## config.mk

```make
export PLATFORM = sky130hd
export DESIGN_NAME = pa_frame_energy_vad_flat
export DESIGN_NICKNAME = d
export VERILOG_FILES = /design/src/rtl/pa_frame_energy_vad_if.sv /design/src/rtl/pa_frame_energy_vad.sv /design/src/flat_wrapper.sv
export SDC_FILE = /design/constraint.sdc
export NUM_CORES = 1
export LEC_CHECK = 0
export BUFFER_PORTS_ARGS = -buffer_cell sky130_fd_sc_hd__buf_2
export CORE_UTILIZATION = 25
export CTS_BUF_LIST = sky130_fd_sc_hd__clkbuf_2
export CTS_CLUSTER_DIAMETER = 200
export DETAILED_ROUTE_END_ITERATION = 6
export PLACE_DENSITY_LB_ADDON = 0.3
export SLEW_MARGIN = 20
export SYNTH_ARGS = -nofsm -noshare
export SYNTH_HDL_FRONTEND = slang
export SYNTH_SLANG_ARGS = --single-unit
```

## constraint.sdc

```tcl
create_clock -name clk -period 6.5 [get_ports clk]
set_input_delay 0.325 -clock clk [delete_from_list [all_inputs] [get_ports clk]]
set_output_delay 0.325 -clock clk [all_outputs]
set_load 0.05 [all_outputs]
```

## src/rtl/pa_frame_energy_vad_if.sv

```systemverilog
// pa_frame_energy_vad_if: sample, control, threshold and result bundle for the frame-energy VAD.
// Ports (as seen by the slave/DUT):
//   in:  data_in, en, clear, thr_on, thr_off
//   out: energy_out, energy_valid, energy_sat, vad_active, vad_start, vad_end
interface pa_frame_energy_vad_if #(
    parameter int DATA_WIDTH = 16,
    parameter int ACC_WIDTH  = 26
);
    logic [DATA_WIDTH-1:0] data_in;
    logic                  en;
    logic                  clear;
    logic [ACC_WIDTH-1:0]  thr_on;
    logic [ACC_WIDTH-1:0]  thr_off;
    logic [ACC_WIDTH-1:0]  energy_out;
    logic                  energy_valid;
    logic                  energy_sat;
    logic                  vad_active;
    logic                  vad_start;
    logic                  vad_end;
    modport master (
        output data_in, en, clear, thr_on, thr_off,
        input  energy_out, energy_valid, energy_sat, vad_active, vad_start, vad_end
    );
    modport slave (
        input  data_in, en, clear, thr_on, thr_off,
        output energy_out, energy_valid, energy_sat, vad_active, vad_start, vad_end
    );
endinterface

```

## src/rtl/pa_frame_energy_vad.sv

```systemverilog
// pa_frame_energy_vad: per-frame short-time energy with saturation and a hysteresis/hangover VAD.
// Ports: clk, rst (sync, active-high); bus (slave) carries samples/en/clear/thresholds in and
// energy_out/energy_valid/energy_sat/vad_active/vad_start/vad_end out.
module pa_frame_energy_vad #(
    parameter int DATA_WIDTH   = 16,
    parameter int SHIFT        = 8,
    parameter int FRAME_LOG2   = 10,
    parameter int ACC_WIDTH    = 26,
    parameter int ONSET_FRAMES = 3,
    parameter int HANG_FRAMES  = 8
) (
    input logic clk,
    input logic rst,
    pa_frame_energy_vad_if.slave bus
);
    localparam int M  = DATA_WIDTH - SHIFT;
    localparam int CW = $clog2((ONSET_FRAMES > HANG_FRAMES ? ONSET_FRAMES : HANG_FRAMES) + 1);
    typedef enum logic [1:0] {SIL, ONSET, SPEECH, HANG} state_t;
    logic [M-1:0]            s;
    logic [M-1:0]            mag;
    logic [2*M-1:0]          sq;
    logic                    sq_valid;
    logic [ACC_WIDTH-1:0]    acc;
    logic [ACC_WIDTH-1:0]    acc_next;
    logic [ACC_WIDTH:0]      sum;
    logic                    sat;
    logic                    sat_next;
    logic [FRAME_LOG2-1:0]   count;
    logic                    last;
    state_t                  state, state_n;
    logic [CW-1:0]           cnt, cnt_n;
    logic                    start_n, end_n;
    // The upper M bits of the sample are exactly the arithmetic-shift result.
    assign s        = bus.data_in[DATA_WIDTH-1:SHIFT];
    assign mag      = s[M-1] ? M'(0) - s : s;
    assign sum      = {1'b0, acc} + (ACC_WIDTH+1)'(sq);
    assign sat_next = sat | sum[ACC_WIDTH];
    assign acc_next = sum[ACC_WIDTH] ? '1 : sum[ACC_WIDTH-1:0];
    assign last     = sq_valid && &count;
    assign bus.vad_active = (state == SPEECH) || (state == HANG);
    always_ff @(posedge clk) begin
        if (rst) begin
            sq_valid         <= 1'b0;
            sq               <= '0;
            acc              <= '0;
            sat              <= 1'b0;
            count            <= '0;
            bus.energy_out   <= '0;
            bus.energy_valid <= 1'b0;
            bus.energy_sat   <= 1'b0;
        end else if (bus.clear) begin
            sq_valid         <= 1'b0;
            acc              <= '0;
            sat              <= 1'b0;
            count            <= '0;
            bus.energy_valid <= 1'b0;
        end else begin
            sq_valid         <= bus.en;
            bus.energy_valid <= last;
            if (bus.en)
                sq <= (2*M)'(mag) * (2*M)'(mag);
            // Closing sample reloads the frame state so the next sample starts a fresh frame.
            if (sq_valid) begin
                count <= count + FRAME_LOG2'(1);
                acc   <= last ? '0 : acc_next;
                sat   <= !last && sat_next;
            end
            if (last) begin
                bus.energy_out <= acc_next;
                bus.energy_sat <= sat_next;
            end
        end
    end
    always_ff @(posedge clk) begin
        if (rst) begin
            state         <= SIL;
            cnt           <= '0;
            bus.vad_start <= 1'b0;
            bus.vad_end   <= 1'b0;
        end else begin
            state         <= state_n;
            cnt           <= cnt_n;
            bus.vad_start <= start_n;
            bus.vad_end   <= end_n;
        end
    end
    always_comb begin
        state_n = state;
        cnt_n   = cnt;
        start_n = 1'b0;
        end_n   = 1'b0;
        if (bus.energy_valid) begin
            case (state)
                SIL: if (bus.energy_out >= bus.thr_on) begin
                    state_n = ONSET_FRAMES == 1 ? SPEECH : ONSET;
                    start_n = ONSET_FRAMES == 1;
                    cnt_n   = CW'(1);
                end
                ONSET: if (bus.energy_out < bus.thr_on) begin
                    state_n = SIL;
                end else if (cnt == CW'(ONSET_FRAMES - 1)) begin
                    state_n = SPEECH;
                    start_n = 1'b1;
                end else begin
                    cnt_n = cnt + CW'(1);
                end
                SPEECH: if (bus.energy_out < bus.thr_off) begin
                    state_n = HANG_FRAMES == 1 ? SIL : HANG;
                    end_n   = HANG_FRAMES == 1;
                    cnt_n   = CW'(1);
                end
                HANG: if (bus.energy_out >= bus.thr_off) begin
                    state_n = SPEECH;
                end else if (cnt == CW'(HANG_FRAMES - 1)) begin
                    state_n = SIL;
                    end_n   = 1'b1;
                end else begin
                    cnt_n = cnt + CW'(1);
                end
                default: state_n = SIL;
            endcase
        end
    end
endmodule

```

## src/flat_wrapper.sv

```systemverilog
// flat-port wrapper written by rule: the top's interface ports become plain ports
module pa_frame_energy_vad_flat 
#(
    parameter int DATA_WIDTH   = 16,
    parameter int SHIFT        = 8,
    parameter int FRAME_LOG2   = 10,
    parameter int ACC_WIDTH    = 26,
    parameter int ONSET_FRAMES = 3,
    parameter int HANG_FRAMES  = 8
)
  (clk, rst, bus_data_in, bus_en, bus_clear, bus_thr_on, bus_thr_off, bus_energy_out, bus_energy_valid, bus_energy_sat, bus_vad_active, bus_vad_start, bus_vad_end);
  pa_frame_energy_vad_if #(.DATA_WIDTH(DATA_WIDTH), .ACC_WIDTH(ACC_WIDTH)) bus_i ();
  input logic clk;
  input logic rst;
  input wire logic [$bits(bus_i.data_in)-1:0] bus_data_in;
  input wire logic [$bits(bus_i.en)-1:0] bus_en;
  input wire logic [$bits(bus_i.clear)-1:0] bus_clear;
  input wire logic [$bits(bus_i.thr_on)-1:0] bus_thr_on;
  input wire logic [$bits(bus_i.thr_off)-1:0] bus_thr_off;
  output wire logic [$bits(bus_i.energy_out)-1:0] bus_energy_out;
  output wire logic [$bits(bus_i.energy_valid)-1:0] bus_energy_valid;
  output wire logic [$bits(bus_i.energy_sat)-1:0] bus_energy_sat;
  output wire logic [$bits(bus_i.vad_active)-1:0] bus_vad_active;
  output wire logic [$bits(bus_i.vad_start)-1:0] bus_vad_start;
  output wire logic [$bits(bus_i.vad_end)-1:0] bus_vad_end;
  assign bus_i.data_in = bus_data_in;
  assign bus_i.en = bus_en;
  assign bus_i.clear = bus_clear;
  assign bus_i.thr_on = bus_thr_on;
  assign bus_i.thr_off = bus_thr_off;
  assign bus_energy_out = bus_i.energy_out;
  assign bus_energy_valid = bus_i.energy_valid;
  assign bus_energy_sat = bus_i.energy_sat;
  assign bus_vad_active = bus_i.vad_active;
  assign bus_vad_start = bus_i.vad_start;
  assign bus_vad_end = bus_i.vad_end;
  pa_frame_energy_vad #(.DATA_WIDTH(DATA_WIDTH), .SHIFT(SHIFT), .FRAME_LOG2(FRAME_LOG2), .ACC_WIDTH(ACC_WIDTH), .ONSET_FRAMES(ONSET_FRAMES), .HANG_FRAMES(HANG_FRAMES)) u_core (.clk(clk), .rst(rst), .bus(bus_i));
endmodule
```

; Word-level counts from Yosys, hierarchy flattened
; Cells that the tools add are included.
[op_classes]
eq_ne = 13
order_cmp = 4
bitwise_logic = 5
muxes = 19
mul = 1
reduce_logical = 13
n_addsub = 4
[ops]
columns = cell, n
row1 = $ge A26 B26 Y1, 2
row2 = $lt A26 B26 Y1, 2
row3 = $mux W26, 2
row4 = $add A26 B16 Y27, 1
row5 = $mux W4, 6
row6 = $mul A8 B8 Y16, 1
row7 = $pmux W4 S4, 1
row8 = $mux W2, 6
row9 = $add A10 B1 Y10 const B, 1
row10 = $ne A2 B2 Y1 const B, 5
row11 = $reduce_and A10 Y1, 1
row12 = $mux W8, 1
row13 = $pmux W2 S4, 1
row14 = $reduce_or A4 Y1, 2
row15 = $sub A1 B8 Y8 const A, 1
row16 = $reduce_and A7 Y1, 1
row17 = $reduce_and A5 Y1, 1
row18 = $add A4 B1 Y4 const B, 1
row19 = $eq A2 B2 Y1 const B, 2
row20 = $eq A4 B2 Y1 const B, 1
row21 = $eq A4 B3 Y1 const B, 1
row22 = $not A1 Y1, 4
row23 = $reduce_and A2 Y1, 2
row24 = $ne A3 B1 Y1 const B, 1
row25 = other kinds (10), 12
[word_totals]
ff_bits = 90
inputBits = 72
output_inout_bits = 31
wordCells = 71

; Depth between registers and ports, before layout
; Gate-level depths: netlist of run 1.
[depth]
ltp_word = 4
depth_mapped = 23
depth_no_buf = 23

; Worst setup path before layout of run 1
; OpenSTA, ideal clock, no wires.
[synth_timing]
path_kind = in2reg
startpoint = input bus_data_in[8]
endpoint = register u_core.sq[13]
setup_time_ns = 0.071
slack_ns = 1.418
n_path_buf = 0
stages = 20
arrival_time_ns = 5.012
t_required_ns = 6.429
path_cell_list = or3_1 -> o31ai_1 -> xor2_1 -> inv_1 -> nand2_1 -> inv_1 -> fa_1 -> fa_1 -> inv_1 -> fa_1 -> fa_1 -> inv_1 -> ha_1 -> nor3_1 -> nor2_1 -> a31oi_1 -> o211ai_1 -> xor2_1 -> nand2_1 -> a21oi_1
[synth_between]
elab_chain_cells = 3
[synth_rtl]
columns = element, line
row1 = from (decl), flat_wrapper.sv:15  ; input wire logic [$bits(bus_i.data_in)-1:0] bus_data_in;
row2 = $sub A1 B8 Y8, pa_frame_energy_vad.sv:35  ; assign mag = s[M-1] ? M'(0) - s : s;
row3 = $mux W8 *, pa_frame_energy_vad.sv:35
row4 = $mul A8 B8 Y16 *, pa_frame_energy_vad.sv:61  ; sq <= (2*M)'(mag) * (2*M)'(mag);
row5 = to (signal assigned), pa_frame_energy_vad.sv:61
row6 = to (decl), pa_frame_energy_vad.sv:21  ; logic [2*M-1:0] sq;
; Mark *: on every way between the ends. The rest lies on a longest branch, timed or not.
; A chain may end at the register's enable or synchronous reset.

; Worst setup path in the final report of run 1
; Same ends and word-level chain as after synthesis.

==> reports/qor.tcl, run 1 <==
set qor(run_status) {finished, final reports clean}
set qor(final_worst_setup_slack_ps) 963
set qor(worst_skew_pair.late_latency_ps) 620
set qor(drc) 0
set qor(clock_tree_from_tritoncts) {done}
set qor(cts-buffers-inserted) 9
set qor(maximum_number_of_pins_on_one_net_before_global_route_repair) 55
set qor(report.power.total_mw) 1.75
set qor(setup_viol) 0
set qor(register_to_register_setup_slack_ps) 3590
set qor(boundaryPins) 103
set qor(min_period_over_period) 0.852
set qor(synth.most_common_cell) {sky130_fd_sc_hd__inv_1}
set qor(synth.top_cells.by_area) {sky130_fd_sc_hd__dfxtp_1 (24%), sky130_fd_sc_hd__ha_1 (17%), sky130_fd_sc_hd__fa_1 (6.8%), sky130_fd_sc_hd__inv_1 (6.0%), sky130_fd_sc_hd__nor2_1 (5.1%)}
set qor(holdPathStages) 3
set qor(report.final.hold_viol_count) 0
set qor(critical_path.endpoint_type) {flop}
set qor(period_minus_slack_ps) 5540
set qor(post_synth_most_frequent_cells) {sky130_fd_sc_hd__inv_1 (119), sky130_fd_sc_hd__ha_1 (103), sky130_fd_sc_hd__nor2_1 (100), sky130_fd_sc_hd__nand2_1 (98), sky130_fd_sc_hd__dfxtp_1 (89)}
set qor(clock_sinks) 89
set qor(antenna_violations_before_repair) 1
set qor(synth-edff-count) 0
set qor(maximum_single_stage_delay_on_the_critical_path_ps) 540
set qor(post-cts-setup-buffers) 0
set qor(cts.reportedPaths.clkPinSlew_ps) 290
set qor(grt.busiest_layer) {met2}
set qor(synth.top_cell.area_share) 0.241
set qor(synthesis.yosys.warnings) 0
set qor(ys_seq_elements) 89
set qor(drive_above_1_share) 0.138
set qor(power_per_cell_area_nw_per_um2) 208
set qor(worstRegToRegCells) 10
set qor(globalplace.congestion) 0.837
set qor(drt_wl_total_um) 17600
set qor(die_height_um) 174
set qor(regToRegStartpoint) {u_core.sq[0]}
set qor(number_of_global_route_vias_before_repair) 5899
set qor(mappedNetlistArea_um2) 7390
set qor(average_instance_area_after_synthesis_um2) 7.95
set qor(use_met1) 0.168
set qor(worstSetupPathDepth) 25
set qor(maxClockFrequency_mhz) 181
set qor(synth_async_sr_flop_share) 0
set qor(leakage_nw) 3.89
set qor(final_util) 0.291
set qor(drt_first_pass_iters) 4
set qor(post-place-ws_ps) 808
set qor(ctsLongestPathBuffers) 2
set qor(synth_cell_types) 66
set qor(cp_data_required_time_ps) 7060
set qor(met2_usage) 0.185
set qor(htree_levels) 3
set qor(grt_usage) 0.119
set qor(cp_num_buf_inv) 8
set qor(critical_path.startpoint_type) {input port}
set qor(reg2reg_to) {u_core.bus.energy_out[9]}
set qor(setup.worst_path.class) {input port to flop}
set qor(initial_core_util) 0.256
set qor(ctsResizeCount) 0
set qor(worst_path_dominant_cell_family) {adder cells}
set qor(placement.cell_area_um2) 8250
set qor(slew_viol_final) 0
set qor(worstHoldStart) {bus_clear}
set qor(maxCapViolations) 0
set qor(synth_seq_area_share) 0.241
set qor(finClkSkew_ps) 52.6
set qor(finish.instance_area_um2) 8410
set qor(holdPathEnd) {u_core.bus.energy_out[18]}
set qor(chipWidth_um) 174
set qor(cts_root_buf) {sky130_fd_sc_hd__clkbuf_2}
set qor(coreArea_um2) 28900
set qor(floorplan.die_area_um2) 30200
set qor(holdCritPathClass) {input port to flop}
set qor(tightestPinTransition_ps) 1010
set qor(design.final.nets) 1211
set qor(dpl.hpwl_um) 14200
set qor(grt_overflow) 0
set qor(critical_path_peak_fanout) 8
set qor(routed-via-count) 6337
set qor(syn-instance-count) 929
set qor(grt_util_met3) 0.0179
set qor(finalSetupTns_ps) 0
set qor(global_route_wire_length_before_repair_um) 29400
set qor(io_buffer_count) 94
set qor(cell_seen_most_often_among_critical_path_stages) {sky130_fd_sc_hd__inv_1}
set qor(drt.antenna.violating_nets) 0
set qor(flow.area_growth_from_synthesis_pct) 13.8
set qor(drt-vias-per-instance) 4.52
set qor(core.rowCount) 62
set qor(hold_buffers) 1
set qor(synth_top_cell_by_area) {sky130_fd_sc_hd__dfxtp_1}
set qor(wl_per_cell_um) 12.6
set qor(worst-endpoint-arrival_ps) 6100
set qor(rsz_0062_raised_after_global_routing) {no}
set qor(crit_slowest_cell) {sky130_fd_sc_hd__fa_1}
set qor(ys_dominant_reg_cell) {sky130_fd_sc_hd__dfxtp_1}
set qor(drtIter0Drc) 266
set qor(max-vdd-ir-drop_mv) 0.0717
set qor(tightest_slew_margin_relative_to_the_limit) 0.325
==> cells by family (layout without fill, tap and decap cells) <==
logic type	Yosys count	after routing	synth area share
adder cells (fa/ha/maj)	128	128	0.242
flip-flops	89	89	0.241
XOR/XNOR	46	46	0.0545
AO/OA/AOI/OAI	217	217	0.195
multiplexers	3	3	0.00406
buffers and inverters	153	233	0.0799
AND/OR/NAND/NOR	291	291	0.183
other	2	10	0.00102
==> cells in the final DEF, fill, tap and decap left out, types with 11 or more instances in the layout <==
cell / n
sky130_fd_sc_hd__xnor2_1: 28
sky130_fd_sc_hd__buf_2: 94
sky130_fd_sc_hd__a21oi_1: 68
sky130_fd_sc_hd__nand3_1: 11
sky130_fd_sc_hd__inv_1: 119
sky130_fd_sc_hd__fa_1: 25
sky130_fd_sc_hd__a211oi_1: 25
sky130_fd_sc_hd__a21o_1: 16
sky130_fd_sc_hd__nand2_1: 98
sky130_fd_sc_hd__nand4_1: 19
sky130_fd_sc_hd__dfxtp_1: 89
sky130_fd_sc_hd__o21ai_0: 48
sky130_fd_sc_hd__nor2_1: 98
sky130_fd_sc_hd__ha_1: 103
sky130_fd_sc_hd__nor3_1: 13
sky130_fd_sc_hd__xor2_1: 18
==> cell type report <==
class / count / area (µm²)
Fill cell: 3196 / 20500
Multi-Input combinational cell: 694 / 5050
Sequential cell: 89 / 1780
Timing Repair Buffer: 98 / 503
Tap cell: 384 / 480
Inverter: 119 / 447
Clock inverter: 7 / 98.8
Clock buffer: 9 / 45.0
Antenna cell: 1 / 2.50
==> sequential cells by signal (all words and copies together) (netlist names) <==
name	flops
u_core.state	2
u_core.bus.energy_out	26
u_core.sq_valid	1
u_core.bus.vad_end	1
u_core.bus.energy_sat	1
u_core.sq	15
u_core.count	10
u_core.acc	26
u_core.sat	1
u_core.bus.energy_valid	1
u_core.cnt	4
u_core.bus.vad_start	1
==> routing by layer <==
layer	part of all wire	vias to the layer above
met1	0.52	2823
met4	0.0093	0
li1	-	3353
met3	0.048	14
met5	0	-
met2	0.42	147
==> where the power goes <==
part / leakage (nW) / total [mW] / internal (mW) / switching (mW)
Sequential: 0.718 / 0.587 / 0.572 / 0.0156
Combinational: 3.09 / 0.822 / 0.356 / 0.467
Clock: 0.0849 / 0.338 / 0.131 / 0.207
Total: 3.89 / 1.75 / 1.06 / 0.689
==> how the worst max path moves through the flow <==
stage / start / end
2_1_floorplan: bus_data_in[8] / u_core.sq[13]
3_3_place_gp: bus_data_in[8] / u_core.sq[13]
3_5_place_dp: bus_data_in[8] / u_core.sq[13]
4_1_cts: bus_data_in[8] / u_core.sq[13]
5_1_grt: bus_data_in[8] / u_core.sq[13]
6_report: bus_data_in[8] / u_core.sq[13]
==> metrics by stage <==
step           cells  hold slack [ps]
2_1_floorplan    936              432
3_5_place_dp    1383              454
5_1_grt         1401              114
6_report        1401              158
3_3_place_gp    1383              447
4_1_cts         1400              107
==> worst reg2reg max path: stages, from the launching register on <==
cell and delay (ps):
sky130_fd_sc_hd__dfxtp_1 420, sky130_fd_sc_hd__ha_1 210, sky130_fd_sc_hd__ha_1 230, sky130_fd_sc_hd__a211oi_2 100, sky130_fd_sc_hd__o211ai_2 280, sky130_fd_sc_hd__a2111oi_4 130, sky130_fd_sc_hd__a211oi_4 330, sky130_fd_sc_hd__a21oi_2 170
sky130_fd_sc_hd__nor2_4 500, sky130_fd_sc_hd__nor2_1 210, sky130_fd_sc_hd__a211oi_1 250
Note: power is estimated with default switching activity, not from simulation.
==> run 2, diff against run 1 <==
MAX_ROUTING_LAYER = met4   (was unset)
==> run 2 against run 1 <==
  * Count of clock-buffer cells in the layout unchanged
  * Utilization unchanged
  * Highest routed layer unchanged
  * Final cell count unchanged
  * Critical endpoint unchanged
  * Wire length barely moved
  * Power is essentially flat
==> reports/qor.tcl, run 2 (synthesis gave the netlist of run 1 again) <==
set qor(run_status) {finished, final reports clean}
set qor(initial_core_util) 0.256
set qor(power_per_cell_area_nw_per_um2) 208
set qor(critical_path_peak_fanout) 8
set qor(reg2reg_to) {u_core.bus.energy_out[9]}
set qor(worst-endpoint-arrival_ps) 6100
set qor(maximum_number_of_pins_on_one_net_before_global_route_repair) 55
set qor(post-cts-setup-buffers) 0
set qor(coreArea_um2) 28900
set qor(drt-vias-per-instance) 4.50
set qor(layout.cells.most_common_list) {sky130_fd_sc_hd__inv_1 (119), sky130_fd_sc_hd__ha_1 (103), sky130_fd_sc_hd__nand2_1 (98), sky130_fd_sc_hd__nor2_1 (98), sky130_fd_sc_hd__buf_2 (94)}
set qor(worst_hold_slack_ps) 162
set qor(boundaryPins) 103
set qor(globalplace.congestion) 0.850
set qor(worstSetupPathDepth) 25
set qor(core.rowCount) 62
set qor(clock_tree_from_tritoncts) {done}
set qor(grt_usage) 0.122
set qor(post-place-ws_ps) 808
set qor(cp_num_buf_inv) 8
set qor(timing.critical_path.to) {u_core.sq[13]}
set qor(cp_data_required_time_ps) 7060
set qor(die_height_um) 174
set qor(routed-via-count) 6308
set qor(slew_viol_final) 0
set qor(clock_sinks) 89
set qor(dpl.hpwl_um) 14200
set qor(grt_overflow) 0
set qor(design.final.nets) 1211
set qor(maxCapViolations) 0
set qor(report.power.total_mw) 1.75
set qor(max-vdd-ir-drop_mv) 0.0717
set qor(layout_top_registers) {u_core.acc (26), u_core.bus.energy_out (26), u_core.sq (15)}
set qor(ctsLongestPathBuffers) 2
set qor(chipWidth_um) 174
set qor(drt_first_pass_iters) 4
set qor(crit_slowest_cell) {sky130_fd_sc_hd__fa_1}
set qor(cell_seen_most_often_among_critical_path_stages) {sky130_fd_sc_hd__inv_1}
set qor(number_of_global_route_vias_before_repair) 5903
set qor(antenna_violations_before_repair) 1
set qor(worst_path_dominant_cell_family) {adder cells}
set qor(finClkSkew_ps) 52.7
set qor(critical_path.endpoint_type) {flop}
set qor(critical_path.startpoint_type) {input port}
set qor(drtIter0Drc) 272
set qor(regToRegStartpoint) {u_core.sq[0]}
set qor(setup_viol) 0
set qor(flow.area_growth_from_synthesis_pct) 13.8
set qor(rsz_0062_raised_after_global_routing) {no}
set qor(wl_per_cell_um) 12.6
set qor(min_period_over_period) 0.853
set qor(drt_wl_total_um) 17600
set qor(floorplan.die_area_um2) 30200
set qor(finalSetupTns_ps) 0
set qor(setup.worst_path.class) {input port to flop}
set qor(worstRegToRegCells) 10
set qor(report.final.hold_viol_count) 0
set qor(tightestPinTransition_ps) 1020
set qor(final_worst_setup_slack_ps) 956
set qor(drive_above_1_share) 0.138
set qor(final_common_cell) {sky130_fd_sc_hd__inv_1}
set qor(maximum_single_stage_delay_on_the_critical_path_ps) 540
set qor(global_route_wire_length_before_repair_um) 29400
set qor(worst_setup_path_startpoint) {bus_data_in[8]}
set qor(drt.antenna.violating_nets) 0
set qor(io_buffer_count) 94
set qor(tightest_slew_margin_relative_to_the_limit) 0.321
set qor(cts-buffers-inserted) 9
set qor(cts_root_buf) {sky130_fd_sc_hd__clkbuf_2}
set qor(maxClockFrequency_mhz) 180
set qor(holdCritPathClass) {input port to flop}
set qor(worst_skew_pair.late_latency_ps) 610
set qor(register_to_register_setup_slack_ps) 3590
set qor(multi_input_comb_area_um2) 5050
set qor(period_minus_slack_ps) 5540
set qor(cell_count_after_placement) 1383
set qor(drc) 0
set qor(final_cells) 1401
set qor(leakage_nw) 3.89
set qor(htree_levels) 3
set qor(cts.reportedPaths.clkPinSlew_ps) 290
set qor(fillCellCount) 3196
set qor(regArea_um2) 1780
run 2: cell type report:
type	instances	area share
Multi-Input combinational cell	694	0.601
Sequential cell	89	0.212
Timing Repair Buffer	98	0.0598
Tap cell	384	0.0572
Inverter	119	0.0531
Clock inverter	7	0.0118
Clock buffer	9	0.00536
Antenna cell	1	0.000298
run 2: per-layer routing:
| layer | global-route usage | vias up | wire, µm |
|---|---|---|---|
| li1 | - | 3351 | - |
| met5 | - | - | 0 |
| met1 | 0.168 | 2817 | 9300 |
| met2 | 0.185 | 127 | 7440 |
| met3 | 0.0179 | 13 | 724 |
| met4 | 0.0358 | 0 | 143 |
run 2: power by group:
part	total, mW	switching (mW)	internal [mW]
combinational	0.823	0.467	0.356
sequential	0.587	0.0156	0.571
clock	0.337	0.206	0.131
run 2: through the flow:
step,area [µm²],utilization
2_1_floorplan,7420,-
3_3_place_gp,8250,0.286
3_5_place_dp,8250,0.286
4_1_cts,8400,0.291
5_1_grt,8410,0.291
6_report,8410,0.291
run 2: how the worst min path moves through the flow:
stage                     slack, ps                         to          start  depth (start not counted)
after floorplan                 430              u_core.acc[0]  u_core.acc[0]                          2
after global placement          450              u_core.acc[7]  u_core.acc[7]                          2
after detailed placement        450               u_core.sq[9]   u_core.sq[9]                          2
after CTS                       110  u_core.bus.energy_out[18]      bus_clear                          3
after global routing            110  u_core.bus.energy_out[18]      bus_clear                          3
final                           160  u_core.bus.energy_out[18]      bus_clear                          3
run 2: what timing repair did:
item                                   4_1_cts  5_1_grt
hold buffers                                 1        0
resized for setup                            0        0
endpoints found under the hold margin        1        0
run 2: tightest hold or removal path, cell delays in order:
cell,delay [ps]
sky130_fd_sc_hd__buf_2,180
sky130_fd_sc_hd__nor4_4,90
sky130_fd_sc_hd__a211oi_2,160
==> run 3, diff against run 2 <==
CTS_BUF_LIST = sky130_fd_sc_hd__clkbuf_16   (was sky130_fd_sc_hd__clkbuf_2)
==> run 3 against run 2 <==
  * Wire length fell by 0.22%
  * Sequential share of layout area decreased by 0.41 points
  * Register-to-register slack is essentially flat
  * Count of clock-buffer cells in the layout did not move
  * Largest cell class unchanged
==> reports/qor.tcl, run 3 (synthesis gave the netlist of run 1 again) <==
set qor(initial_core_util) 0.256
set qor(holdPathEnd) {u_core.sq[0]}
set qor(floorplan.die_area_um2) 30200
set qor(clock_tree_from_tritoncts) {done}
set qor(register_to_register_setup_slack_ps) 3600
set qor(grt_overflow) 0
set qor(number_of_global_route_vias_before_repair) 5896
set qor(boundaryPins) 103
set qor(min_period_over_period) 0.811
set qor(flow.area_growth_from_synthesis_pct) 16.0
set qor(maxCapViolations) 0
set qor(die_height_um) 174
set qor(maxClockFrequency_mhz) 190
set qor(run_status) {finished, final reports clean}
set qor(setup.worst_path.class) {input port to flop}
set qor(drive_above_1_share) 0.138
set qor(antenna_violations_before_repair) 0
set qor(layout_top_registers) {u_core.acc (26), u_core.bus.energy_out (26), u_core.sq (15)}
set qor(wl_per_cell_um) 12.6
set qor(critical_path.endpoint_type) {flop}
set qor(setup_viol) 0
set qor(drtIter0Drc) 269
set qor(cell_seen_most_often_among_critical_path_stages) {sky130_fd_sc_hd__inv_1}
set qor(post-cts-setup-buffers) 0
set qor(crit_slowest_cell) {sky130_fd_sc_hd__fa_1}
set qor(report.final.hold_viol_count) 0
set qor(finalSetupTns_ps) 0
set qor(insertedDiodeCount) 0
set qor(ctsLongestPathBuffers) 2
set qor(clock_sinks) 89
set qor(core.rowCount) 62
set qor(period_minus_slack_ps) 5270
set qor(max-vdd-ir-drop_mv) 0.0972
set qor(dpl.hpwl_um) 14200
set qor(cts.reportedPaths.clkPinSlew_ps) 70
set qor(design.final.nets) 1210
set qor(worst_skew_pair.late_latency_ps) 360
set qor(io_buffer_count) 94
set qor(critical_path.startpoint_type) {input port}
set qor(cts-buffers-inserted) 9
set qor(final_common_cell) {sky130_fd_sc_hd__inv_1}
set qor(leakage_nw) 3.96
set qor(coreArea_um2) 28900
set qor(maximum_number_of_pins_on_one_net_before_global_route_repair) 55
set qor(tightest_slew_margin_relative_to_the_limit) 0.311
set qor(report.power.total_mw) 1.98
set qor(worstRegToRegCells) 10
set qor(globalplace.congestion) 0.850
set qor(drt_wl_total_um) 17600
set qor(drc) 0
set qor(worstHoldStart) {bus_data_in[8]}
set qor(global_route_wire_length_before_repair_um) 29300
set qor(holdPathStages) 3
set qor(chipWidth_um) 174
set qor(drt-vias-per-instance) 4.52
set qor(reg2reg_to) {u_core.bus.energy_out[9]}
set qor(worst_setup_path_startpoint) {bus_data_in[8]}
set qor(regArea_um2) 1780
set qor(worst_hold_slack_ps) 262
set qor(final_worst_setup_slack_ps) 1230
set qor(drt_first_pass_iters) 4
set qor(routed-via-count) 6319
set qor(holdCritPathClass) {input port to flop}
set qor(critical_path_peak_fanout) 8
set qor(fillCellCount) 3178
set qor(drt.antenna.violating_nets) 0
set qor(post-place-ws_ps) 808
set qor(regToRegStartpoint) {u_core.sq[0]}
set qor(grt_usage) 0.122
set qor(ctsResizeCount) 0
set qor(finClkSkew_ps) 12.8
set qor(slew_viol_final) 0
set qor(cp_cell_sequence) {buf_2, inv_1, ha_1, nand2b_1, o41ai_1, xnor2_1, inv_1, or2_2, inv_1, fa_1, xnor2_1, xnor2_1, fa_1, inv_1, fa_1, inv_1, ha_1, inv_1, o21ai_0, a31oi_1, o211ai_1, xor2_1, nand2_1, a21oi_1}
set qor(cp_data_required_time_ps) 6780
set qor(hold_buffers) 0
set qor(htree_levels) 3
set qor(layout.cells.most_common_list) {sky130_fd_sc_hd__inv_1 (119), sky130_fd_sc_hd__ha_1 (103), sky130_fd_sc_hd__nand2_1 (98), sky130_fd_sc_hd__nor2_1 (98), sky130_fd_sc_hd__buf_2 (94)}
set qor(rsz_0062_raised_after_global_routing) {no}
set qor(maximum_single_stage_delay_on_the_critical_path_ps) 540
set qor(tightestPinTransition_ps) 1030
set qor(multi_input_comb_area_um2) 5050
set qor(cts_root_buf) {sky130_fd_sc_hd__clkbuf_16}
set qor(power_per_cell_area_nw_per_um2) 231
set qor(worst-endpoint-arrival_ps) 5550
run 3: changes by cell type in the layout (fill, tap and decap cells not counted):
| cell | before | now |
|---|---|---|
| sky130_fd_sc_hd__clkbuf_16 | 0 | 9 |
| sky130_fd_sc_hd__clkbuf_2 | 9 | 0 |
| sky130_fd_sc_hd__diode_2 | 1 | 0 |
| sky130_fd_sc_hd__dlygate4sd3_1 | 1 | 0 |
run 3: layout make-up:
type / count / share of cell area
Tap cell: 384 / 0.0560
Timing Repair Buffer: 97 / 0.0575
Multi-Input combinational cell: 694 / 0.589
Sequential cell: 89 / 0.208
Inverter: 119 / 0.0521
Clock buffer: 9 / 0.0263
Clock inverter: 7 / 0.0115
run 3: power breakdown:
| group | switching (mW) | internal, mW | total, mW | leakage, nW |
|---|---|---|---|---|
| Clock | 0.230 | 0.340 | 0.570 | 0.158 |
| Sequential | 0.0154 | 0.569 | 0.585 | 0.718 |
| Combinational | 0.467 | 0.355 | 0.822 | 3.08 |
| Total | 0.713 | 1.26 | 1.98 | 3.96 |
run 3: how the worst max path moves through the flow:
| stage | end | depth (start not counted) |
|---|---|---|
| floorplan | u_core.sq[13] | 20 |
| global placement | u_core.sq[13] | 24 |
| detailed placement | u_core.sq[13] | 24 |
| CTS | u_core.sq[13] | 24 |
| global route | u_core.sq[13] | 24 |
| finish | u_core.sq[13] | 24 |
run 3: routing by layer:
layer	track usage	up-vias	routed length, µm
met5	-	-	0
met4	0.0358	0	209
met3	0.0192	12	672
met2	0.184	119	7370
met1	0.168	2837	9310
li1	-	3351	-
run 3: critical path, delay by kind of cell:
family                   cells  cell delay (ps)
adder cells (fa/ha/maj)      5             2000
AO/OA/AOI/OAI                5             1210
buffers and inverters        7              780
XOR/XNOR                     4              740
AND/OR/NAND/NOR              3              490
run 3: metrics by stage:
step | instance area [µm²] | cells | util
after global placement | 8250 | 1383 | 0.286
final | 8570 | 1399 | 0.297
after floorplan | 7420 | 936 | -
after detailed placement | 8250 | 1383 | 0.286
after global routing | 8570 | 1399 | 0.297
after CTS | 8570 | 1399 | 0.297
